$ cat src/rtl/pipe_hazard_ctrl.sv
// Stall/flush controller for the 5-stage RV32I pipeline.
// Resolves load-use hazards, taken branches resolved in MEM, and multi-cycle
// data-memory accesses with a timeout. Outputs are combinational from the
// state and the current inputs, and are forced low while rst_i is high.
//
// state      | meaning
// -----------+------------------------------------------------------------
// S_RUN      | normal flow; load-use bubbles and branch flushes handled here
// S_MEM_WAIT | MEM-stage access outstanding; upstream frozen, MEM/WB bubbled
// S_ERR      | memory access timed out; pipeline frozen until reset
module pipe_hazard_ctrl #(
  parameter int REG_W       = 5,
  parameter int MEM_TIMEOUT = 8,
  parameter int CNT_W       = 16
) (
  input  logic             clk_i,
  input  logic             rst_i,
  input  logic [REG_W-1:0] id_rs1_i,
  input  logic [REG_W-1:0] id_rs2_i,
  input  logic             id_uses_rs2_i,
  input  logic             ex_mem_read_i,
  input  logic [REG_W-1:0] ex_rd_i,
  input  logic             mem_req_i,
  input  logic             mem_ready_i,
  input  logic             branch_taken_i,
  output logic             pc_write_o,
  output logic             if_id_write_o,
  output logic             if_id_flush_o,
  output logic             id_ex_hold_o,
  output logic             id_ex_flush_o,
  output logic             ex_mem_hold_o,
  output logic             ex_mem_flush_o,
  output logic             mem_wb_bubble_o,
  output logic             mem_timeout_err_o,
  output logic [CNT_W-1:0] stall_count_o
);

  localparam int WCNT_W = (MEM_TIMEOUT < 1) ? 1 : $clog2(MEM_TIMEOUT + 1);
  localparam logic [WCNT_W-1:0] WAIT_LAST = WCNT_W'(MEM_TIMEOUT - 1);
  localparam logic [CNT_W-1:0]  CNT_MAX   = '1;

  typedef enum logic [1:0] {
    S_RUN      = 2'd0,
    S_MEM_WAIT = 2'd1,
    S_ERR      = 2'd2
  } state_t;

  // Bundle of the eight pipeline-register controls, MSB first.
  typedef struct packed {
    logic pc_write;
    logic if_id_write;
    logic if_id_flush;
    logic id_ex_hold;
    logic id_ex_flush;
    logic ex_mem_hold;
    logic ex_mem_flush;
    logic mem_wb_bubble;
  } ctrl_t;

  localparam ctrl_t CTRL_DEFAULT = '{pc_write: 1'b1, if_id_write: 1'b1, default: 1'b0};
  localparam ctrl_t CTRL_FREEZE  = '{id_ex_hold: 1'b1, ex_mem_hold: 1'b1,
                                     mem_wb_bubble: 1'b1, default: 1'b0};
  localparam ctrl_t CTRL_BRANCH  = '{pc_write: 1'b1, if_id_write: 1'b1, if_id_flush: 1'b1,
                                     id_ex_flush: 1'b1, ex_mem_flush: 1'b1, default: 1'b0};
  localparam ctrl_t CTRL_LOADUSE = '{id_ex_flush: 1'b1, default: 1'b0};

  state_t            state_q, state_d;
  logic [WCNT_W-1:0] wait_cnt_q, wait_cnt_d;
  logic              err_q, err_d;
  logic [CNT_W-1:0]  stall_cnt_q, stall_cnt_d;

  logic  load_use;
  logic  mem_stall;
  ctrl_t adv_ctrl;
  ctrl_t fsm_ctrl;
  ctrl_t ctrl;

  // Hazard detection; x0 is never a real dependency.
  always_comb begin
    load_use  = ex_mem_read_i && (ex_rd_i != '0) &&
                ((ex_rd_i == id_rs1_i) || (id_uses_rs2_i && (ex_rd_i == id_rs2_i)));
    mem_stall = mem_req_i && !mem_ready_i;
  end

  // Controls when the pipeline is allowed to advance: branch beats load-use,
  // since the wrong-path instruction in ID is discarded anyway.
  always_comb begin
    adv_ctrl = CTRL_DEFAULT;
    if (branch_taken_i) begin
      adv_ctrl = CTRL_BRANCH;
    end else if (load_use) begin
      adv_ctrl = CTRL_LOADUSE;
    end
  end

  // Next-state, wait-timer and control selection for the current state.
  always_comb begin
    state_d    = state_q;
    wait_cnt_d = wait_cnt_q;
    err_d      = err_q;
    fsm_ctrl   = CTRL_DEFAULT;
    unique case (state_q)
      S_RUN: begin
        if (mem_stall) begin
          fsm_ctrl   = CTRL_FREEZE;
          state_d    = S_MEM_WAIT;
          wait_cnt_d = '0;
        end else begin
          fsm_ctrl = adv_ctrl;
        end
      end
      S_MEM_WAIT: begin
        // A branch_taken seen here is ignored until the access is released.
        if (!mem_ready_i) begin
          fsm_ctrl = CTRL_FREEZE;
          if (wait_cnt_q == WAIT_LAST) begin
            state_d = S_ERR;
            err_d   = 1'b1;
          end else begin
            wait_cnt_d = wait_cnt_q + 1'b1;
          end
        end else begin
          fsm_ctrl   = adv_ctrl;
          state_d    = S_RUN;
          wait_cnt_d = '0;
        end
      end
      S_ERR: begin
        fsm_ctrl = CTRL_FREEZE;
        err_d    = 1'b1;
      end
      default: begin
        fsm_ctrl   = CTRL_FREEZE;
        state_d    = S_RUN;
        wait_cnt_d = '0;
      end
    endcase
  end

  // Everything is held low during reset so no register captures mid-reset.
  always_comb begin
    ctrl = rst_i ? ctrl_t'('0) : fsm_ctrl;
  end

  // Stall statistics: count cycles where the PC is held, saturating at max.
  always_comb begin
    stall_cnt_d = stall_cnt_q;
    if (!ctrl.pc_write && (stall_cnt_q != CNT_MAX)) begin
      stall_cnt_d = stall_cnt_q + 1'b1;
    end
  end

  // Controller state registers with asynchronous reset.
  always_ff @(posedge clk_i or posedge rst_i) begin
    if (rst_i) begin
      state_q     <= S_RUN;
      wait_cnt_q  <= '0;
      err_q       <= 1'b0;
      stall_cnt_q <= '0;
    end else begin
      state_q     <= state_d;
      wait_cnt_q  <= wait_cnt_d;
      err_q       <= err_d;
      stall_cnt_q <= stall_cnt_d;
    end
  end

  // Output mapping.
  always_comb begin
    pc_write_o        = ctrl.pc_write;
    if_id_write_o     = ctrl.if_id_write;
    if_id_flush_o     = ctrl.if_id_flush;
    id_ex_hold_o      = ctrl.id_ex_hold;
    id_ex_flush_o     = ctrl.id_ex_flush;
    ex_mem_hold_o     = ctrl.ex_mem_hold;
    ex_mem_flush_o    = ctrl.ex_mem_flush;
    mem_wb_bubble_o   = ctrl.mem_wb_bubble;
    mem_timeout_err_o = err_q && !rst_i;
    stall_count_o     = stall_cnt_q;
  end

endmodule
$ cat config.mk
export PLATFORM = sky130hd
export DESIGN_NAME = pipe_hazard_ctrl
export DESIGN_NICKNAME = d
export VERILOG_FILES = /design/src/rtl/pipe_hazard_ctrl.sv
export SDC_FILE = /design/constraint.sdc
export NUM_CORES = 1
export LEC_CHECK = 0
export CAP_MARGIN = 20
export CORE_MARGIN = 5
export CORE_UTILIZATION = 45
export DETAILED_ROUTE_END_ITERATION = 8
export GPL_TIMING_DRIVEN = 0
export PLACE_DENSITY = 0.8
export SLEW_MARGIN = 20
export SYNTH_ARGS = -nofsm -noshare
export SYNTH_HDL_FRONTEND = slang
export SYNTH_SLANG_ARGS = --single-unit
$ cat constraint.sdc
create_clock -name clk_i -period 2.1 [get_ports clk_i]
set_input_delay 0.315 -clock clk_i [delete_from_list [all_inputs] [get_ports clk_i]]
set_output_delay 0.315 -clock clk_i [all_outputs]
set_load 0.05 [all_outputs]
=== Word level (Yosys, flattened, before mapping) ===
Cells that the tools add are included.
Widths: inputs -> output; s select.

* Word-level logic and storage cells: 51
* Memory bits (read-only): 0
* Register bits after elaboration: 23
* Memory bits (writable): 0
* Memories kept: 0
* Bits in latches: 0

* Multipliers: 0
* Bitwise operators: 1
* Shifts and indexed selects: 0
* Equality and inequality tests: 11
* Magnitude comparators: 0
* Muxes and demuxes: 17
* Reductions and logical operators: 16
* Div/mod/pow operators: 0
* Add/sub/neg operators: 2

{| class="wikitable"
|+ Operator list
! kind !! number
|-
| $mux 8 || 5
|-
| $add 16x1->16 const B || 1
|-
| $ne 16x16->1 const B || 1
|-
| $pmux 8 s2 || 1
|-
| $mux 4 || 3
|-
| $pmux 4 s3 || 1
|-
| $eq 5x5->1 || 2
|-
| $reduce_and 3->1 || 3
|-
| $logic_and 1x1->1 || 6
|-
| $mux 2 || 3
|-
| $ne 2x2->1 const B || 3
|-
| $ne 3x3->1 const B || 2
|-
| $pmux 2 s3 || 1
|-
| $reduce_bool 5->1 || 1
|-
| $add 4x1->4 const B || 1
|-
| $eq 4x3->1 const B || 1
|-
| $logic_not 1->1 || 3
|-
| $eq 2x1->1 const B || 1
|-
| $eq 2x2->1 const B || 1
|-
| $logic_not 2->1 || 1
|-
| $mux 1 || 2
|-
| $pmux 1 s2 || 1
|-
| $reduce_bool 2->1 || 1
|-
| $logic_or 1x1->1 || 1
|-
| $not 1->1 || 1
|}

=== Depth between registers and ports, before layout ===
Gate-level depths: netlist (run 1).

* Depth after elaboration: 11
* Mapped depth: 7

=== Least setup slack after synthesis (run 1) ===
OpenSTA, ideal clock, no wires.

* Kind: input to output
* Start: input ex_rd_i[1]
* End: output pc_write_o
* Arrival time: 1.842 ns
* Buffers on the path: 1
* Setup slack: -0.057 ns
* Cell stages on the path: 5
* Path through: or4_1 o21ai_2 nor2_2 a21boi_4 buf_4

* Word-level cells in the longest chain between the ends: 9

{| class="wikitable"
|+ Ends and longest elaborated chain
! element !! RTL line !! text
|-
| start: declaration || 22 || <nowiki>input logic [REG_W-1:0] ex_rd_i,</nowiki>
|-
| $eq 5x5->1 || 81 || <nowiki>((ex_rd_i == id_rs1_i) || (id_uses_rs2_i && (ex_rd_i == id_rs2_i)));</nowiki>
|-
| $logic_and 1x1->1 || 81 ||
|-
| $logic_or 1x1->1 || 81 ||
|-
| $logic_and 1x1->1 (*) || 80 || <nowiki>load_use = ex_mem_read_i && (ex_rd_i != '0) &&</nowiki>
|-
| $mux 8 (*) || 91 || <nowiki>end else if (load_use) begin</nowiki>
|-
| $mux 8 (*) || 89 || <nowiki>if (branch_taken_i) begin</nowiki>
|-
| $mux 8, on equally long branches || 114, 104 ||
|-
| $pmux 8 s2 (*) || 102 || <nowiki>unique case (state_q)</nowiki>
|-
| $mux 8 (*) || 142 || <nowiki>ctrl = rst_i ? ctrl_t'('0) : fsm_ctrl;</nowiki>
|-
| end: declaration || 26 || <nowiki>output logic pc_write_o,</nowiki>
|}

Every way passes the cells marked *; elsewhere a longest branch is shown, timed or not.

=== Worst setup path after layout (run 1) ===
* Start: input ex_rd_i[1]
* End: output id_ex_flush_o

* Word-level cells in the longest chain between the ends: 9

{| class="wikitable"
|+ Ends and longest elaborated chain
! element !! RTL line !! text
|-
| $eq 5x5->1 || 81 ||
|-
| $logic_and 1x1->1 || 81 ||
|-
| $logic_or 1x1->1 || 81 ||
|-
| $logic_and 1x1->1 (*) || 80 ||
|-
| $mux 8 (*) || 91 ||
|-
| $mux 8 (*) || 89 ||
|-
| $mux 8, on equally long branches || 114, 104 ||
|-
| $pmux 8 s2 (*) || 102 ||
|-
| $mux 8 (*) || 142 ||
|-
| end: declaration || 30 || <nowiki>output logic id_ex_flush_o,</nowiki>
|}

Marked as above.

==> flow_metrics.env, run 1 <==
export IMPL_share_comb_of_total_power_pct=54.0
export IMPL_final_design_instance_area_without_fill_sq_um=1953
export IMPL_power_sequential_fraction_pct=35.5
export IMPL_outcome="completed"
export IMPL_peak_supply_drop_mv=0.7450
export IMPL_avgViaCountPerCell=5.412
export IMPL_cts_root_buf="clkbuf_4"
export IMPL_p_sw_mw=0.9882
export IMPL_netlist_area_leader_share_pct=42.83
export IMPL_grt_pass1_vias=1280
export IMPL_setup_worst_path_start_class="input port"
export IMPL_initial_utilization_pct=47.90
export IMPL_post_synth_main_area_contributors="dfrtp_1 43%, xor2_1 9.1%, xnor2_1 7.8%, nand3_1 3.0%, nand2_1 2.8%"
export IMPL_power_density_nw_per_um2=1036
export IMPL_cts_htree_levels=1
export IMPL_xor_xnor_fraction_of_synth_area_pct=16.95
export IMPL_netlist_top_cell_by_area="dfrtp_1"
export IMPL_worst_slew_pin_transition_ns=0.8445
export IMPL_via_count=1196
export IMPL_grt_overflow=0
export IMPL_drcViolationCount=0
export IMPL_num_rows=19
export IMPL_worst_setup_hold_path_clk_slew_ns=0.14
export IMPL_yosys_area_share_adder_pct=1.862
export IMPL_p_leak_nw=0.8714
export IMPL_critical_path_max_fanout=3
export IMPL_floorplan_die_height_um=64.65
export IMPL_inserted_diodes=0
export IMPL_grt_antenna_before_repair=0
export IMPL_synth_yosys_seq_area_share_pct=42.83
export IMPL_internal_power_mw=1.036
export IMPL_maximum_number_of_pins_on_one_net_before_global_route_repair=24
export IMPL_hold_path_class="in -> reg"
export IMPL_routedWlPerCell_um=15.55
export IMPL_final_antenna_net_count=0
export IMPL_synth_seq_cells=23
export IMPL_most_common_cell_after_layout_fill_and_taps_aside="clkdlybuf4s50_1"
export IMPL_combinational_family_with_the_most_area_after_synthesis="simple AND/OR/NAND/NOR gates"
export IMPL_final_layout_size_suffix_gt1_share_pct=19.47
export IMPL_dpl_hpwl_mm=2.553
export IMPL_place_congestion=0.8050
export IMPL_synth_compound_gate_area_share_pct=10.34
export IMPL_commonest_cells_after_routing_fill_and_taps_aside="24 x clkdlybuf4s50_1, 21 x dfrtp_1, 14 x xor2_1"
export IMPL_yosys_mux_area_fraction_pct=1.862
export IMPL_holdWs_ns=0.3878
export IMPL_cts_buffer_depth=2
export IMPL_coreArea_sq_um=2805
export IMPL_hold_violations=0
export IMPL_clock_fmax_ghz=0.4889
export IMPL_power_switching_fraction_pct=48.83
export IMPL_chipWidth_um=64.65
export IMPL_finalSetupTns_ns=0
export IMPL_layout_area_overhead_pct=45.34
export IMPL_synthesis_instances=138
export IMPL_grt_pass1_wl_mm=5.630
export IMPL_port_buffers=46
export IMPL_syn_area_per_cell_sq_um=9.738
export IMPL_r2r_end="stall_count_o[15]"
export IMPL_timing_final_setup_violations=0
export IMPL_final_period_utilization_pct=97.41
export IMPL_r2r_worst_path_cells=6
export IMPL_crit_path_end_kind="primary output"
export IMPL_drt_first_iter_violations=26
export IMPL_worst_skew_late_latency_ns=0.32
export IMPL_clock_sink_count=23
export IMPL_cts_made_buffers=3
export IMPL_worstHoldStart="mem_req_i"
export IMPL_place_area_sq_um=1849
export IMPL_r2r_slack_ns=0.16
export IMPL_total_power_mw=2.024
export IMPL_power_share_clock_pct=10.5
export IMPL_initial_drt_pass_iterations=5
export IMPL_placement_setup_worst_slack_ns=-1.082
export IMPL_timing_max_slew_rel_slack_pct=43.64
export IMPL_tritoncts="built"
export IMPL_critical_path_arrival_ns=1.73
export IMPL_finalClockSkew_ns=0.01156
export IMPL_holdPathStages=3
export IMPL_worstHoldEndpoint="state_q[0]"
export IMPL_worstPathRequired_ns=1.78
export IMPL_synth_simple_gate_area_share_pct=22.25
export IMPL_period_needed_ns=2.046
export IMPL_cts_hold_fix_buffers=0
export IMPL_final_nets=215
export IMPL_globalRouteTotalUtil_pct=16.92
export IMPL_dieArea_sq_um=4179
export IMPL_fin_ws_ns=0.05445
export IMPL_route_final_wire_length_mm=3.436
export IMPL_post_synth_num_cell_types=37
export IMPL_yosysWarnings=0
export IMPL_syn_nets=162
export IMPL_max_cap_violations=0
export IMPL_syn_cell_area_sq_um=1344
export IMPL_r2r_start="stall_count_o[13]"
export IMPL_critical_path_class="in -> out"
export IMPL_pin_count=47
export IMPL_finalMaxSlewViolations=0
==> cell type report <==
cell class | count | area (sq um)
fill | 231 | 852.1
multi-input combinational | 105 | 770.7
sequential | 23 | 578.1
timing repair buffer | 49 | 490.5
tap | 31 | 38.79
buffer | 4 | 26.28
clock buffer | 3 | 22.52
inverter | 5 | 18.77
clock inverter | 1 | 7.507
==> metrics by stage <==
stage / instances / utilization, %
floorplan: 138 / -
global placement: 215 / 65.92
detailed placement: 215 / 65.92
CTS: 221 / 67.98
global route: 221 / 69.63
finish: 221 / 69.63
==> synth_stat cells (all sizes together) <==
| master | number |
|---|---|
| nand2 | 10 |
| xnor2 | 12 |
| nor2 | 11 |
| inv | 5 |
| o21ai | 2 |
| and2b | 1 |
| mux2i | 1 |
| nand3 | 8 |
| a21oi | 6 |
| nand2b | 1 |
| o32ai | 1 |
| or4 | 1 |
| o21a | 1 |
| xor2 | 14 |
| and3 | 1 |
| clkbuf | 1 |
| ha | 2 |
| nor3 | 8 |
| dfrtp | 23 |
| nor4b | 2 |
| and2 | 1 |
| nor4 | 3 |
| o21ba | 1 |
| a21boi | 1 |
| buf | 4 |
| or2 | 3 |
| nor2b | 1 |
| nand4 | 5 |
| mux2 | 1 |
| a211oi | 2 |
| a31oi | 1 |
| o22ai | 4 |
==> worst max path at each step <==
stage	slack, ns	depth (start not counted)	start	to
CTS	0.006	6	mem_req_i	pc_write_o
detailed placement	-1.08	7	ex_rd_i[2]	pc_write_o
floorplan	-0.001	5	ex_rd_i[1]	pc_write_o
finish	0.05	6	ex_rd_i[1]	id_ex_flush_o
global route	-0.01	4	state_q[0]	if_id_write_o
global placement	-1.08	7	ex_rd_i[1]	pc_write_o
==> timing repair <==
action                     4_1_cts  5_1_grt
setup endpoints to repair       15       14
pin swaps                        4       15
resized for setup               56       18
setup buffers                    2        1
==> worst max-delay path, cell delays in order <==
cell           delay, ns
dlygate4sd2_1       0.28
or4_4               0.44
o21ai_4             0.17
and2b_1             0.19
o21a_1              0.19
buf_6               0.15
==> power by group through the flow <==
| stage | logic, mW | registers (mW) | clock network (mW) |
|---|---|---|---|
| after floorplan | 0.321 | 1.09 | 0 |
| after global placement | 1.06 | 0.718 | 0 |
| after detailed placement | 1.08 | 0.726 | 0 |
| after CTS | 1.09 | 0.718 | 0.218 |
| after global routing | 1.15 | 0.737 | 0.242 |
| final | 1.09 | 0.718 | 0.213 |
==> per-layer routing <==
layer	up-vias	global-route usage, %	share of wire, %
met1	574	20.17	41
met5	-	0	0
met4	0	5.805	1.1
li1	581	-	-
met2	36	30.93	54
met3	5	2.591	4.5
==> registers in the layout, indices dropped and copies added, names as in the netlist <==
signal         cells
state_q            2
err_q              1
wait_cnt_q         4
stall_count_o     16
==> logic make-up after synthesis <==
logic type                 after synthesis
and+or+nand+nor                         56
xor gates and xnor gates                26
DFF                                     23
AOI/OAI and AO/OA                       19
buffers and inverters                   10
muxes                                    2
adders and majority gates                2
(Power assumes the default switching activity.)
==> run 2, diff against run 1 <==
--- a/config.mk
+++ b/config.mk
@@ -6,7 +6,7 @@
 export NUM_CORES = 1
 export LEC_CHECK = 0
 export CAP_MARGIN = 20
-export CORE_MARGIN = 5
+export CORE_MARGIN = 10
 export CORE_UTILIZATION = 45
 export DETAILED_ROUTE_END_ITERATION = 8
 export GPL_TIMING_DRIVEN = 0
==> run 2 against run 1 <==
- core utilization rose by 1.2 points
- wire length rose by 8.1%
- power grew 0.26%
- critical path type unchanged
- critical endpoint is now pc_write_o
- highest routed layer unchanged
==> flow_metrics.env, run 2 (synthesis gave the netlist of run 1 again) <==
export IMPL_outcome="completed"
export IMPL_critical_path_arrival_ns=1.76
export IMPL_worstHoldStart="err_q"
export IMPL_tritoncts="built"
export IMPL_final_antenna_net_count=0
export IMPL_worst_skew_late_latency_ns=0.31
export IMPL_timing_final_setup_violations=0
export IMPL_timing_max_slew_rel_slack_pct=42.56
export IMPL_largest_reg_flops=16
export IMPL_cts_htree_levels=1
export IMPL_layout_area_overhead_pct=47.95
export IMPL_worst_setup_hold_path_clk_slew_ns=0.13
export IMPL_num_rows=19
export IMPL_grt_antenna_before_repair=0
export IMPL_final_nets=219
export IMPL_dpl_hpwl_mm=2.756
export IMPL_inserted_diodes=0
export IMPL_floorplan_die_height_um=74.65
export IMPL_chipWidth_um=74.65
export IMPL_grt_pass1_wl_mm=5.623
export IMPL_rsz0062_at_grt="yes"
export IMPL_clock_fmax_ghz=0.4811
export IMPL_most_common_cell_after_layout_fill_and_taps_aside="clkdlybuf4s50_1"
export IMPL_cts_buffer_depth=2
export IMPL_r2r_start="stall_count_o[5]"
export IMPL_cpPeakStageDelay_ns=0.46
export IMPL_final_util_pct=70.87
export IMPL_power_density_nw_per_um2=1021
export IMPL_critical_path_slowest_cell="or4_4"
export IMPL_worstPathRequired_ns=1.78
export IMPL_peak_supply_drop_mv=0.9619
export IMPL_period_needed_ns=2.079
export IMPL_globalRouteTotalUtil_pct=12.88
export IMPL_timing_critical_path_from="ex_rd_i[1]"
export IMPL_final_layout_size_suffix_gt1_share_pct=23.20
export IMPL_hold_violations=0
export IMPL_commonest_cells_after_routing_fill_and_taps_aside="26 x clkdlybuf4s50_1, 21 x dfrtp_1, 14 x xor2_1"
export IMPL_worst_slew_pin_transition_ns=0.8606
export IMPL_finalSetupTns_ns=0
export IMPL_cts_root_buf="clkbuf_4"
export IMPL_route_final_wire_length_mm=3.714
export IMPL_cts_hold_fix_buffers=0
export IMPL_via_count=1203
export IMPL_critical_path_max_fanout=4
export IMPL_port_buffers=46
export IMPL_grt_pass1_vias=1199
export IMPL_pin_count=47
export IMPL_cts_made_buffers=3
export IMPL_setup_worst_path_start_class="input port"
export IMPL_max_cap_violations=0
export IMPL_crit_path_end_kind="primary output"
export IMPL_initial_drt_pass_iterations=4
export IMPL_total_power_mw=2.029
export IMPL_timing_critical_path_max_delay_family="simple AND/OR/NAND/NOR gates"
export IMPL_p_leak_nw=0.8921
export IMPL_final_period_utilization_pct=98.99
export IMPL_place_congestion=0.8112
export IMPL_drt_first_iter_violations=26
export IMPL_drcViolationCount=0
export IMPL_path_cells="clkdlybuf4s15_1 -> or4_4 -> o21ai_4 -> nor2_2 -> a21boi_4 -> buf_6 -> buf_8"
export IMPL_finalMaxSlewViolations=0
export IMPL_routedWlPerCell_um=16.51
export IMPL_dieArea_sq_um=5572
export IMPL_grt_overflow=0
export IMPL_clock_sink_count=23
export IMPL_finalClockSkew_ns=0.007710
export IMPL_coreArea_sq_um=2805
export IMPL_critical_path_n_buffers_inverters=3
export IMPL_critical_path_class="in -> out"
export IMPL_initial_utilization_pct=47.90
export IMPL_hold_path_class="reg -> reg"
export IMPL_avgViaCountPerCell=5.347
export IMPL_maximum_number_of_pins_on_one_net_before_global_route_repair=24
## run 2: metrics by stage
stage | instance area [sq um] | worst slack, ns | instances | hold WS [ns]
after floorplan | 1350 | -0.0009776 | 138 | 0.3168
final | 1988 | 0.02125 | 225 | 0.4832
after CTS | 1933 | -0.03717 | 223 | 0.4834
after global placement | 1849 | -1.084 | 215 | 0.4495
after global routing | 1988 | -0.06468 | 225 | 0.5137
after detailed placement | 1849 | -1.103 | 215 | 0.4537
## run 2: repair_timing
action | in CTS | in global routing
setup buffers | 4 | 2
pin swaps | 4 | 10
endpoints found under the setup margin | 15 | 14
gates resized for setup | 55 | 23
## run 2: power by group
part	internal [mW]	switching (mW)	leakage, nW	total [mW]
clock	0.0741	0.129	0.0150	0.203
sequential	0.564	0.155	0.274	0.719
combinational	0.406	0.701	0.603	1.11
total	1.04	0.985	0.892	2.03
## run 2: worst paths after layout
check,to,slack [ns],cells past startpoint
min in group asynchronous,state_q[1],0.62,2
max in group asynchronous,stall_count_o[11],0.89,2
min,err_q,0.48,1
min reg2reg,err_q,0.48,1
max reg2reg,stall_count_o[12],0.18,6
max,pc_write_o,0.02,7
## run 2: cell type report
cell class              instances  area, sq um
well taps                      31        38.79
plain buffers                   5        37.54
repair buffers                 52        496.7
multi-input cells             105        792.0
flip-flops and latches         23        578.1
inverters                       5        18.77
clock buffers                   4        26.28
fillers                       228        817.0
## run 2: per-layer routing
layer	routed length, um	track usage (%)	up-vias
met5	0	0	-
met4	30	3.151	0
met3	225	4.468	4
met2	1980	23.54	28
met1	1478	13.93	583
li1	-	-	588
==> run 3, diff against run 2 <==
--- a/config.mk
+++ b/config.mk
@@ -7,10 +7,12 @@
 export LEC_CHECK = 0
 export CAP_MARGIN = 20
 export CORE_MARGIN = 10
-export CORE_UTILIZATION = 45
+export CORE_UTILIZATION = 46
+export CTS_BUF_LIST = sky130_fd_sc_hd__clkbuf_4 sky130_fd_sc_hd__clkbuf_8
 export DETAILED_ROUTE_END_ITERATION = 8
 export GPL_TIMING_DRIVEN = 0
-export PLACE_DENSITY = 0.8
+export PLACE_DENSITY = 0.81
+export REMOVE_ABC_BUFFERS = 1
 export SLEW_MARGIN = 20
 export SYNTH_ARGS = -nofsm -noshare
 export SYNTH_HDL_FRONTEND = slang
==> run 3 against run 2 <==
- setup slack gained 0.051 ns
- sequential power rose by 2%
- largest cell class unchanged
- register-to-register slack barely moved
- hold slack got worse by 0.0087 ns
- highest routed layer unchanged
- sequential cell count did not move
- cell count fell by 2.2%
==> flow_metrics.env, run 3 (synthesis gave the netlist of run 1 again) <==
export IMPL_final_cell_count_no_fill=220
export IMPL_crit_path_end_kind="primary output"
export IMPL_cts_buffer_depth=2
export IMPL_worst_skew_late_latency_ns=0.31
export IMPL_holdPathStages=1
export IMPL_most_common_cell_after_layout_fill_and_taps_aside="clkdlybuf4s50_1"
export IMPL_routed_top_layer="met4"
export IMPL_fin_ws_ns=0.07244
export IMPL_peak_supply_drop_mv=1.059
export IMPL_p_leak_nw=0.8864
export IMPL_grt_overflow=0
export IMPL_cts_root_buf="clkbuf_4"
export IMPL_via_count=1198
export IMPL_final_design_instance_area_without_fill_sq_um=1931
export IMPL_grt_pass1_vias=1263
export IMPL_finalMaxSlewViolations=0
export IMPL_worst_setup_hold_path_clk_slew_ns=0.13
export IMPL_cts_hold_fix_buffers=0
export IMPL_worst_slew_pin_transition_ns=0.8724
export IMPL_clock_sink_count=23
export IMPL_max_cap_violations=0
export IMPL_power_density_nw_per_um2=1059
export IMPL_inserted_diodes=0
export IMPL_final_layout_size_suffix_gt1_share_pct=21.16
export IMPL_critical_path_arrival_ns=1.71
export IMPL_final_period_utilization_pct=96.55
export IMPL_worstPathRequired_ns=1.78
export IMPL_place_area_sq_um=1809
export IMPL_route_layer_met1_wl_mm=1.497
export IMPL_worstHoldStart="err_q"
export IMPL_chipWidth_um=74.05
export IMPL_place_congestion=0.7626
export IMPL_cts_htree_levels=1
export IMPL_num_rows=19
export IMPL_met2WireLength_mm=1.891
export IMPL_routedWlPerCell_um=16.95
export IMPL_timing_critical_path_from="ex_rd_i[4]"
export IMPL_commonest_cells_after_routing_fill_and_taps_aside="23 x clkdlybuf4s50_1, 22 x dfrtp_1, 14 x xor2_1"
export IMPL_route_final_wire_length_mm=3.730
export IMPL_drt_first_iter_violations=49
export IMPL_r2r_start="stall_count_o[12]"
export IMPL_finalClockSkew_ns=0.005432
export IMPL_initial_utilization_pct=48.31
export IMPL_avgViaCountPerCell=5.445
export IMPL_grt_antenna_before_repair=0
export IMPL_maximum_number_of_pins_on_one_net_before_global_route_repair=24
export IMPL_finalSetupTns_ns=0
export IMPL_cts_made_buffers=3
export IMPL_initial_drt_pass_iterations=5
export IMPL_layout_area_overhead_pct=43.67
export IMPL_final_util_pct=69.41
export IMPL_clock_fmax_ghz=0.4932
export IMPL_hold_path_class="reg -> reg"
export IMPL_timing_max_slew_rel_slack_pct=41.77
export IMPL_final_nets=214
export IMPL_tritoncts="built"
export IMPL_final_antenna_net_count=0
export IMPL_timing_final_setup_violations=0
export IMPL_port_buffers=46
export IMPL_critical_path_max_fanout=3
export IMPL_dpl_hpwl_mm=2.788
export IMPL_placed_cells=210
export IMPL_outcome="completed"
export IMPL_period_needed_ns=2.028
export IMPL_met3RoutedLength_um=309
export IMPL_placement_setup_worst_slack_ns=-1.073
export IMPL_setup_worst_path_start_class="input port"
export IMPL_drcViolationCount=0
export IMPL_pin_count=47
export IMPL_floorplan_die_height_um=74.05
export IMPL_hold_violations=0
export IMPL_globalRouteTotalUtil_pct=13.23
export IMPL_grt_pass1_wl_mm=5.796
export IMPL_dieArea_sq_um=5483
export IMPL_largest_reg_flops=16
export IMPL_critical_path_class="in -> out"
export IMPL_r2r_worst_path_cells=6
export IMPL_coreArea_sq_um=2781
run 3: cell types whose count changed in the layout (fill, tap and decap cells not counted), moves of 2 or more:
| cell | delta |
|---|---|
| dlymetal6s2s_1 | +3 |
| clkbuf_2 | +2 |
| buf_2 | +2 |
| clkbuf_1 | -2 |
| xnor2_1 | +2 |
| xnor2_2 | -2 |
| buf_4 | -6 |
| clkdlybuf4s50_1 | -3 |
run 3: final timing paths:
path	to	slack, ns
setup / recovery	id_ex_flush_o	0.07
hold / removal	err_q	0.47
setup reg to reg	stall_count_o[9]	0.18
hold reg to reg	err_q	0.47
max in group asynchronous	state_q[0]	0.90
min in group asynchronous	err_q	0.61
run 3: repair_timing:
item,4_1_cts,5_1_grt
pin swaps,5,16
setup endpoints to repair,15,16
gates resized for setup,54,24
endpoints found under the hold margin,0,0
buffers inserted,4,2
run 3: worst max-delay path, stage by stage:
cell     delay [ns]
buf_2          0.12
or4_4          0.55
o21ai_4        0.17
and2b_1        0.20
o21a_1         0.19
buf_6          0.16
run 3: layout make-up:
cell class	instances	area [sq um]
Clock buffer	4	30.03
Fill cell	207	850.8
Inverter	5	18.77
Multi-Input combinational cell	105	778.2
Sequential cell	23	576.8
Tap cell	31	38.79
Timing Repair Buffer	52	488.0
run 3: per-stage QoR:
step	power (mW)	hold WS, ns
2_1_floorplan	1.407	0.3169
3_3_place_gp	1.767	0.4463
3_5_place_dp	1.807	0.4505
4_1_cts	2.035	0.4808
5_1_grt	2.143	0.5041
6_report	2.044	0.4745
run 3: layer usage:
metal  track usage [%]  vias to the layer above
met5                 0                        -
met1             15.06                      573
met4             4.141                        0
li1                  -                      581
met2             22.06                       39
met3             5.452                        5
run 3: power breakdown:
group	switching, mW	internal, mW
Combinational	0.698	0.394
Sequential	0.167	0.564
Clock	0.133	0.0872
==> RTL edit: new RTL, flow settings as in run 3 <==
Set the parameter `CNT_W` to 18 (it was 16).
--- a/src/rtl/pipe_hazard_ctrl.sv
+++ b/src/rtl/pipe_hazard_ctrl.sv
@@ -13,3 +13,3 @@
   parameter int MEM_TIMEOUT = 8,
-  parameter int CNT_W       = 16
+  parameter int CNT_W       = 18
 ) (
Interface: changed (resized stall_count_o); port bits go from 47 to 49. The function was not compared with the original's and may differ.
==> RTL edit against run 3 <==
Sequential cell count is 2 higher. Wire length is 4.4% higher. Die area is 10% higher. Synthesized area is 14% higher. Non-clock buffer count stayed put. Cell area is 9.3% higher. Power is 20% lower. Sequential share of layout area is 0.18 points lower. Setup slack worse by 19 ps.
==> RTL edit: results (changes against run 3) <==
* Fillcell total at 253 (was 207)
* Vias at 1275 (was 1198)
* Number of DRC markers in iteration 0 at 103 (was 49)
* Synth top cells by count: 25 x dfrtp_1, 16 x xnor2_1, 13 x and3_1 (was 23 x dfrtp_1, 14 x xor2_1, 12 x xnor2_1)
* Layout Cells excl Fill at 239 (was 220)
* PortBufs at 48 (was 46)
* Clock skew at 14.68 ps (was 5.432 ps)
* Worst skew pair latency at 330 ps (was 310 ps)
* Leakage power at 0.9188 nW (was 0.8864 nW)
* Dpl cells at 231 (was 210)
* Vias in the first global route at 1384 (was 1263)
* HPWL after detailed placement at 2.971 mm (was 2.788 mm)
* Outcome: finished clean (unchanged)
* Largest net degree at the start of global routing at 26 (was 24)
* Dpl cell area at 2019 µm² (was 1809 µm²)
* Met3 wire len at 244 µm (was 309 µm)
* Register area share after synthesis at 0.4078 (was 0.4283)
* Global-route wire length before repair at 6.555 mm (was 5.796 mm)
* Max FFs per register at 18 (was 16)
* Placer congestion estimate at 0.8172 (was 0.7626)
* Met2 wire length at 2.113 mm (was 1.891 mm)
* Final Cycle Share at 0.9744 (was 0.9655)
* Worst EP arrival at 1730 ps (was 1710 ps)
* Met1 wire length at 1.516 mm (was 1.497 mm)
* Total GRT Usage at 0.1283 (was 0.1323)
* Share of cells above drive strength 1 at 0.2359 (was 0.2116)
* Reg2Reg Setup Slack at 110 ps (was 180 ps)
* Fin nets at 220 (was 214)
* Switching part of the total power at 0.4389 (was 0.4887)
==> RTL edit: worst paths after layout <==
kind / from / endpoint / cells past startpoint
max in group asynchronous: rst_i / state_q[0]$_DFFE_PP0P_ / 2
min reg2reg: err_q$_DFFE_PP0P_ / err_q$_DFFE_PP0P_ / 1
min: err_q$_DFFE_PP0P_ / err_q$_DFFE_PP0P_ / 1
min in group asynchronous: rst_i / state_q[0]$_DFFE_PP0P_ / 2
max reg2reg: stall_count_o[0]$_DFFE_PP0P_ / stall_count_o[1]$_DFFE_PP0P_ / 6
max: id_rs1_i[3] / if_id_write_o / 7
==> RTL edit: worst max-delay path, stage by stage <==
cell and delay (ps):
clkdlybuf4s50_1 420, xor2_1 150, nor2_1 160, a32oi_2 100, o31ai_4 310, inv_2 110
buf_8 160
==> RTL edit: power by group through the flow <==
| stage | sequential [mW] | combinational [mW] | clock (mW) |
|---|---|---|---|
| 2_1_floorplan | 0.896 | 0.230 | 0 |
| 3_3_place_gp | 0.670 | 0.722 | 0 |
| 3_5_place_dp | 0.677 | 0.734 | 0 |
| 4_1_cts | 0.673 | 0.737 | 0.228 |
| 5_1_grt | 0.685 | 0.782 | 0.245 |
| 6_report | 0.670 | 0.739 | 0.219 |
==> RTL edit: logic make-up (layout without fill, tap and decap cells) <==
group,after synthesis,in the layout,share of synthesized area
multiplexers,2,2,0.01387
AND/OR/NAND/NOR,67,67,0.2920
buffers and inverters,10,59,0.03996
XOR/XNOR,28,28,0.1648
AO/OA/AOI/OAI,12,12,0.06526
adder cells (fa/ha/maj),2,2,0.01631
flip-flops,25,25,0.4078
==> RTL edit: stage by stage <==
step                      hold WS (ps)  total power [mW]
after floorplan                  342.3             1.126
after global placement           460.5             1.392
after detailed placement         448.7             1.412
after CTS                        490.0             1.638
after global routing             517.0             1.712
final                            492.6             1.627
==> RTL edit: layout make-up <==
cell class	instances	area [µm²]	share of cell area
clock buffer	3	22.52	0.01067
clock inverter	1	5.005	0.002371
inverter	3	11.26	0.005335
multi-input combinational	111	893.4	0.4232
sequential	25	626.9	0.2970
tap	44	55.05	0.02608
timing repair buffer	52	496.7	0.2353
==> RTL edit: layer usage <==
| metal | vias up | global-route usage |
|---|---|---|
| li1 | 607 | - |
| met1 | 631 | 0.1361 |
| met2 | 33 | 0.2396 |
| met3 | 4 | 0.04147 |
| met4 | 0 | 0.02737 |
| met5 | - | 0 |
==> RTL edit: timing repair <==
item,in CTS,in global routing
setup endpoints to repair,27,10
pin swaps,4,7
setup buffers,2,2
hold endpoints to repair,0,0
gates resized for setup,57,26
